===== src/rtl/day_cmp_pkg.sv =====
// day_cmp_pkg: shared FSM states, sizing helpers and
// {g,e,s} result encodings for the serial comparator.
package day_cmp_pkg;

  typedef enum logic [1:0] {
    IDLE = 2'd0,
    RUN  = 2'd1,
    DONE = 2'd2
  } state_t;

  localparam logic [2:0] RES_NONE = 3'b000;
  localparam logic [2:0] RES_G    = 3'b100;
  localparam logic [2:0] RES_E    = 3'b010;
  localparam logic [2:0] RES_S    = 3'b001;

  function automatic int cmp_n(
    input int w,
    input int d
  );
    return w / d;
  endfunction

  function automatic int cmp_cw(
    input int w,
    input int d
  );
    return $clog2(w / d + 1);
  endfunction

endpackage


===== src/rtl/day11_digit_comparator.sv =====
// day11_digit_comparator: combinational DIGIT-bit magnitude
// compare using MSB-first chained equality terms.
module day11_digit_comparator #(
  parameter int DIGIT = 4
) (
  input  logic [DIGIT-1:0] i_a,
  input  logic [DIGIT-1:0] i_b,
  output logic             o_g,
  output logic             o_e,
  output logic             o_s
);

  logic w_eq;
  logic w_g;
  logic w_s;

  always_comb begin
    w_eq = 1'b1;
    w_g  = 1'b0;
    w_s  = 1'b0;
    for (int i = DIGIT - 1; i >= 0; i--) begin
      w_g  = w_g | (w_eq & i_a[i] & ~i_b[i]);
      w_s  = w_s | (w_eq & ~i_a[i] & i_b[i]);
      w_eq = w_eq & ~(i_a[i] ^ i_b[i]);
    end
  end

  assign o_g = w_g;
  assign o_e = w_eq;
  assign o_s = w_s;

endmodule


===== src/rtl/day11_serial_comparator.sv =====
// day11_serial_comparator: MSB-first serial magnitude compare,
// DIGIT bits per cycle. CMP_EARLY_EXIT_EN: finish on first unequal digit.
module day11_serial_comparator
  import day_cmp_pkg::*;
#(
  parameter int WIDTH  = 16,
  parameter int DIGIT  = 4,
  parameter int SIGNED = 0
) (
  input  logic             clk,
  input  logic             rst_n,
  input  logic             start,
  input  logic [WIDTH-1:0] a,
  input  logic [WIDTH-1:0] b,
  output logic             busy,
  output logic             done,
  output logic             g,
  output logic             e,
  output logic             s
);

  localparam int N  = cmp_n(WIDTH, DIGIT);
  localparam int CW = cmp_cw(WIDTH, DIGIT);

  localparam logic [CW-1:0] LAST =
    CW'(N - 1);
  localparam logic [WIDTH-1:0] MSB =
    WIDTH'(1) << (WIDTH - 1);
  // offset-binary: flipping both MSBs turns signed order into unsigned
  localparam logic [WIDTH-1:0] FLIP =
    (SIGNED != 0) ? MSB : '0;

  state_t           r_state;
  logic [WIDTH-1:0] r_a;
  logic [WIDTH-1:0] r_b;
  logic [CW-1:0]    r_cnt;
  logic             r_dec;
  logic             r_dg;
  logic             r_busy;
  logic             r_done;
  logic [2:0]       r_res;

  logic       w_g;
  logic       w_e;
  logic       w_s;
  logic       w_last;
  logic       w_exit;
  logic [2:0] w_res;

  day11_digit_comparator #(
    .DIGIT (DIGIT)
  ) u_digit (
    .i_a (r_a[WIDTH-1 -: DIGIT]),
    .i_b (r_b[WIDTH-1 -: DIGIT]),
    .o_g (w_g),
    .o_e (w_e),
    .o_s (w_s)
  );

  assign w_last = (r_cnt == LAST);

`ifdef CMP_EARLY_EXIT_EN
  assign w_exit = w_last | ~w_e;
`else
  assign w_exit = w_last;
`endif

  always_comb begin
    w_res = RES_NONE;
    if (r_dec) begin
      w_res = r_dg ? RES_G : RES_S;
    end else begin
      w_res = {w_g, w_e, w_s};
    end
  end

  always_ff @(posedge clk or negedge rst_n) begin
    if (!rst_n) begin
      r_state <= IDLE;
      r_a     <= '0;
      r_b     <= '0;
      r_cnt   <= '0;
      r_dec   <= 1'b0;
      r_dg    <= 1'b0;
      r_busy  <= 1'b0;
      r_done  <= 1'b0;
      r_res   <= RES_NONE;
    end else begin
      case (r_state)
        IDLE, DONE: begin
          r_done <= 1'b0;
          if (start) begin
            r_a     <= a ^ FLIP;
            r_b     <= b ^ FLIP;
            r_cnt   <= '0;
            r_dec   <= 1'b0;
            r_dg    <= 1'b0;
            r_res   <= RES_NONE;
            r_busy  <= 1'b1;
            r_state <= RUN;
          end else begin
            r_state <= IDLE;
          end
        end
        RUN: begin
          r_a   <= r_a << DIGIT;
          r_b   <= r_b << DIGIT;
          r_cnt <= r_cnt + CW'(1);
          if (!r_dec && !w_e) begin
            r_dec <= 1'b1;
            r_dg  <= w_g;
          end
          if (w_exit) begin
            r_res   <= w_res;
            r_busy  <= 1'b0;
            r_done  <= 1'b1;
            r_state <= DONE;
          end
        end
        default: begin
          r_busy  <= 1'b0;
          r_done  <= 1'b0;
          r_state <= IDLE;
        end
      endcase
    end
  end

  assign busy = r_busy;
  assign done = r_done;
  assign g    = r_res[2];
  assign e    = r_res[1];
  assign s    = r_res[0];

endmodule


===== config.mk =====
export PLATFORM = sky130hd
export DESIGN_NAME = day11_serial_comparator
export DESIGN_NICKNAME = d
export VERILOG_FILES = /design/src/rtl/day_cmp_pkg.sv /design/src/rtl/day11_digit_comparator.sv /design/src/rtl/day11_serial_comparator.sv
export SDC_FILE = /design/constraint.sdc
export NUM_CORES = 1
export LEC_CHECK = 0
export BUFFER_PORTS_ARGS = -buffer_cell sky130_fd_sc_hd__buf_2
export CAP_MARGIN = 10
export CORE_AREA = 2 2 60 62
export CTS_BUF_LIST = sky130_fd_sc_hd__clkbuf_8
export DETAILED_ROUTE_END_ITERATION = 7
export DIE_AREA = 0 0 62 64
export GPL_TIMING_DRIVEN = 0
export PLACE_DENSITY = 0.84
export SLEW_MARGIN = 20
export SYNTH_ARGS = -nofsm -noshare
export SYNTH_HDL_FRONTEND = slang
export SYNTH_SLANG_ARGS = --single-unit

===== constraint.sdc =====
create_clock -name clk -period 3.43 [get_ports clk]
set_input_delay 0.343 -clock clk [delete_from_list [all_inputs] [get_ports clk]]
set_output_delay 0.343 -clock clk [all_outputs]
set_load 0.05 [all_outputs]

**After elaboration in Yosys (flattened, before gate mapping)**

Index checks and enable logic that the tools add are counted.

- Add/sub/neg operators: 1
- Multipliers: 0
- Div/mod/pow operators: 0
- $lt $le $gt $ge: 0
- Equality and inequality tests: 6
- Shifts and indexed selects: 0
- Muxes and demuxes: 23
- Bitwise operators: 39
- Reductions and logical operators: 10

Operators by type and width:

| operator | number |
|---|---|
| one-hot mux 16 bit (2 select lines) | 2 |
| 2-to-1 mux 16 bit | 2 |
| AND 1 bit | 17 |
| 2-to-1 mux 3 bit | 4 |
| inverter 1 bit | 12 |
| one-hot mux 3 bit (2 select lines) | 2 |
| 2-to-1 mux 1 bit | 8 |
| != test 2 bit (second input constant) | 3 |
| OR 1 bit | 6 |
| one-hot mux 1 bit (2 select lines) | 3 |
| AND reduction 3 bit | 2 |
| one-hot mux 2 bit (2 select lines) | 1 |
| AND reduction 2 bit | 2 |
| XOR 1 bit | 4 |
| adder 3 x 1 -> 3 bit (second input constant) | 1 |
| == test 3 x 2 -> 1 bit (second input constant) | 1 |
| == test 2 x 1 -> 1 bit (second input constant) | 1 |
| == test 2 bit (second input constant) | 1 |
| zero test 1 bit | 2 |
| zero test 2 bit | 1 |
| 2-to-1 mux 2 bit | 1 |
| nonzero test 2 bit | 1 |
| OR reduction 2 bit | 1 |
| logical AND 1 bit | 1 |

- Flip-flop bits (word level): 44
- Bits in latches: 0
- Bits in writable memories: 0
- Memory bits (read-only): 0
- Bits of input ports: 35
- Output and inout port bits: 5
- Logic and storage cells: 88
- Memories kept: 0

**Logic depth before layout (Yosys ltp)**

- Depth after elaboration: 10
- Depth in mapped cells: 6
- Depth with buffers taken out: 6

**By module**

A second synthesis with hierarchy kept.

- Cell total of the unflattened synthesis: 217
- Area total of the unflattened synthesis: 2,031.9 um^2

By module, submodules not included:

| module | instances | cells an instance | area an instance (um^2) | seq. area each (um^2) |
|---|---|---|---|---|
| day11_serial_comparator | 1 | 195 | 1,875.5 | 1,076.0 |
| day11_digit_comparator | 1 | 22 | 156.4 | 0.0 |

**Worst setup path before layout**

No wires, ideal clock.

- Kind: register to register
- From: reg r_a[15]
- To: reg r_res[2]
- Library setup time: 0.122 ns
- Arrival time: 1.556 ns
- Data required time: 3.308 ns
- Setup slack: 1.753 ns
- Cell stages (with the launch flop): 7
- Path buffers: 0
- Period minus slack after synthesis: 1.677 ns
- Cell sequence: dfrtp_1 > inv_1 > ha_1 > and3b_1 > a311oi_2 > o311ai_1 > a32o_1

- Word-level cells in the longest chain between the ends: 10
- Elaborated cells between the ends (all ways): 17
- Classes of those cells: mux (3); bitwise (14)

Ends and longest elaborated chain:

| what | line | source |
|---|---|---|
| start, declared | day11_serial_comparator.sv:34 | `logic [WIDTH-1:0] r_a;` |
| start signal, assigned | day11_serial_comparator.sv:93 | `r_a <= a ^ FLIP;` |
| start signal, assigned | day11_serial_comparator.sv:106 | `r_a <= r_a << DIGIT;` |
| XOR 1 bit | day11_digit_comparator.sv:24 | `w_eq = w_eq & ~(i_a[i] ^ i_b[i]);` |
| inverter 1 bit | day11_digit_comparator.sv:24 |  |
| AND 1 bit, on equally long branches (2 in a row) | day11_digit_comparator.sv:22, day11_digit_comparator.sv:24 |  |
| OR 1 bit or AND 1 bit (tied branches) (2 in a row) | day11_digit_comparator.sv:22 | `w_g = w_g \| (w_eq & i_a[i] & ~i_b[i]);` |
| OR 1 bit (*) | day11_digit_comparator.sv:22 |  |
| 2-to-1 mux 3 bit (*) | day11_serial_comparator.sv:70 | `if (r_dec) begin` |
| 2-to-1 mux 3 bit (*) | day11_serial_comparator.sv:113 | `if (w_exit) begin` |
| one-hot mux 3 bit (2 select lines) (*) | day11_serial_comparator.sv:89 | `case (r_state)` |
| end signal, assigned | day11_serial_comparator.sv:114 | `r_res <= w_res;` |
| end, declared | day11_serial_comparator.sv:41 | `logic [2:0] r_res;` |

Every way passes the cells marked *; elsewhere a longest branch is shown, timed or not. The select of a mux whose other input is x is not followed.
A chain may end at the register's enable or synchronous reset.

**Final worst setup path**

Same ends and word-level chain as after synthesis.

==> summary.md <==
| Metric | Value |
|---|---|
| Port bufs | 39 |
| Yosys warning count | 0 |
| TritonCTS clock tree | yes |
| ANT nets after route | 0 |
| Critical path cell sequence | inv_1 -> ha_1 -> and3b_1 -> a311oi_2 -> o311ai_1 -> a32o_1 |
| Slew @ Worst Pin | around 0.90 ns |
| Slew HR | 40.13% |
| Vias per cell | roughly 5.6 |
| Worst-path clk slew | 0.08 ns |
| WP data arrival | 2.02 ns |
| Max clock buf depth | 2 |
| Power share of the clock group | 13.9% |
| Layout cells sized above 1 | 22.92% |
| Final setup fails | 0 |
| Clock Skew | 0.004955 ns |
| Final worst slack | approximately 1.6 ns |
| RSZ-0062 raised after global routing | no |
| Bufs and invs on worst path | 1 |
| Adder-cell area share of the yosys netlist | under 10% |
| Die area | between 3000 and 4000 µm² |
| Post-CTS Setup Bufs | 0 |
| #FFs+latches synth | 43 |
| Post-route cell area | around 2300 µm² |
| DR WL/cell | roughly 14 µm |
| Main combinational cell family by area after synthesis | compound AO/OA/AOI/OAI gates |
| Clk_lat worst skew | 0.30 ns |
| Pwr Density | approximately 1000 nW/µm² |
| Max VDD drop | approximately 0.47 mV |
| Seq/Total Area, Yosys | roughly 56% |
| Ant diodes | 0 |
| HP Class | input pin to async pin |
| FMAX | 0.5471 GHz |
| Slowest-stage cell, CP | ha_1 |
| Post-Synth Simple-Gate Area | between 10% and 20% |
| Crit. Startpoint | r_a[15] |
| Sinks on the clock net | 43 |
| Largest net degree at the start of global routing | 44 |
| Reg-to-reg endpoint | r_res[2] |
| Synthesized instance count | 193 |
| Crit end category | register |
| Starting density of the core | between 50 and 60% |
| Post-Syn Area | approximately 1900 µm² |
| Yosys cell types | 31 |
| Hold_ws | about 0.16 ns |
| Post-Route WL | 4005 µm |
| First-pass GRT wire length | 6824 µm |
| Final nets | around 280 |
| Vias | roughly 1,600 |
| Mapped Avg Cell Area | approximately 10 µm² |
| Gr usage total | 23.33% |
| GP Congestion | 0.8935 |
| Setup_tns | 0 ns |
| DRC viols | 0 |
| Reg2reg start | r_a[15] |
| # IOs | 40 |
| Die X | 62 µm |
| XOR/XNOR Fraction of Synth Area | less than 1% |
| Status | finished, final reports clean |
| Fin util | between 60% and 70% |
| Final Hold Fails | 0 |
| TritonRoute pass-1 iters | 4 |
| Core ar. | 3284 µm² |
| # H-tree levels | 2 |
| Period minus WS final | around 1.8 ns |
| Clk Tree Root Cell | clkbuf_8 |
| Kind of critical path | register to register |
| Crit Path Max Fanout | 7 |
| P&R area growth vs syn | 17.64% |
| Die height | between 60 and 70 µm |
| Net Sw Frac | a little over two fifths |
| Placed cell areas | around 2200 µm² |
| HPWL Detailed | 2941 µm |
| Delay-heaviest family, CP | compound AO/OA/AOI/OAI gates |
| Psw | about 950 µW |
| GR Overflow Total | 0 |
| Setup WS pre-CTS | about 1.6 ns |
| Worst path depth | 6 |
| FP Rows | 21 |
| Register-to-Register Path Depth | 6 |
| Max Slew Vio Count | 0 |
| Combinational share of power | a little under half |
| Syn nets | about 230 |
| Initial antenna violation count | 0 |
| Max incr delay on CP | about 0.37 ns |
| Starting DRT DRC Count | 91 |
| Crit path capture | r_res[2] |
| Req. time, crit path | ~3.6 ns |
| Sequential power share | 40.3% |
| Max Cap Viol | 0 |
| Resized cells post-CTS | 0 |
| Period utilization | a little over half |
| Internal power | between 1000 and 1500 µW |
| FF-to-FF setup slack | 1.60 ns |
| # hold bufs at CTS | 0 |
| Number of global-route vias before repair | roughly 1,600 |
| Startpoint types | register |
| Mux cell area share after synthesis | 0% |
| Total CTS buffers | 5 |
| Share of the synthesized area in compound gates (AO/OA/AOI/OAI) | a little under a fifth |
| Leakage | ~0.0011 µW |
cells in the final DEF, fill, tap and decap left out, drive strengths merged, types with 2 or more instances in the layout:
master	n
nand3	2
nand2b	5
xnor2	2
o22ai	24
ha	4
nor2b	2
nor2	47
and3	2
clkbuf	7
buf	47
inv	6
nand2	11
o21ai	6
and2	2
a22o	11
dfrtp	43
and2b	2
a21oi	5
per-layer routing:
| layer | global-route usage, % | vias to the layer above | part of all wire, % |
|---|---|---|---|
| li1 | - | 776 | - |
| met1 | 33.33 | 774 | 46 |
| met2 | 34.77 | 40 | 48 |
| met3 | 4.453 | 4 | 4.6 |
| met4 | 9.043 | 0 | 0.70 |
| met5 | 0 | - | 0 |
flip-flops by register name (all words and copies together), names as in the netlist:
register,count
r_dec,1
r_a,16
r_dg,1
busy,1
r_state,2
r_cnt,3
r_res,3
r_b,16
Yosys cell counts (all sizes together):
master,instances,area (µm²)
a21oi,5,25.02
o311ai,1,8.760
nor2b,2,12.51
a211oi,1,7.510
dfrtp,43,1076
nand2b,5,31.28
or2b,1,7.510
a22o,11,96.34
a31oi,1,6.260
nand3,2,10.01
a32o,1,10.01
inv,5,18.77
xnor2,2,17.52
o21ai,6,30.03
and2,2,12.51
nand2,11,41.29
ha,4,50.05
o22ai,24,150.1
nor2,47,176.4
o211ai,1,7.510
nand4,1,6.260
a311oi,1,15.01
o41ai,1,8.760
and2b,2,16.27
and3,2,12.51
buf,8,45.04
and3b,1,8.760
clkbuf,2,7.510
worst min-delay path by stage:
stage / endpoint / slack [ns] / cells after the start / from
after floorplan: busy / 0.05 / 0 / rst_n
after CTS: r_state[0] / 0.21 / 1 / rst_n
final: r_dec / 0.16 / 1 / rst_n
after detailed placement: r_res[0] / 0.47 / 2 / r_res[0]
after global placement: r_res[1] / 0.46 / 2 / r_res[1]
after global routing: r_a[0] / 0.25 / 1 / rst_n
cells by family (layout without fill, tap and decap cells):
| logic type | count (synthesis) | in the layout |
|---|---|---|
| adder cells (fa/ha/maj) | 4 | 4 |
| AND/OR/NAND/NOR | 76 | 76 |
| AO/OA/AOI/OAI | 53 | 53 |
| flip-flops | 43 | 43 |
| buffers and inverters | 15 | 62 |
| XOR/XNOR | 2 | 2 |
worst register-to-register path, stage by stage (launching register included):
cell and delay [ns]:
dfrtp_1 0.36, inv_1 0.06, ha_1 0.37, and3b_1 0.22, a311oi_2 0.30, o311ai_1 0.15
a32o_1 0.26
power by group through the flow:
| stage | Clock [µW] | Sequential (µW) | Combinational, µW |
|---|---|---|---|
| final | 313 | 906 | 1030 |
| after global routing | 341 | 941 | 1180 |
| after CTS | 312 | 905 | 1040 |
| after detailed placement | 0 | 915 | 1040 |
| after global placement | 0 | 905 | 1000 |
| after floorplan | 0 | 940 | 747 |
stage by stage:
step	std cells	total power (µW)
after floorplan	193	1687
after global placement	278	1906
after detailed placement	278	1950
after CTS	286	2257
after global routing	286	2458
final	286	2251
area by class of cell:
class,instances,area (µm²)
fillers,278,1031
flip-flops and latches,43,1076
plain buffers,10,52.55
clock inverters,3,16.27
well taps,46,57.56
multi-input cells,135,768.2
clock buffers,5,68.82
inverters,5,18.77
repair buffers,39,195.2
Note: power is estimated with default switching activity, not from simulation.
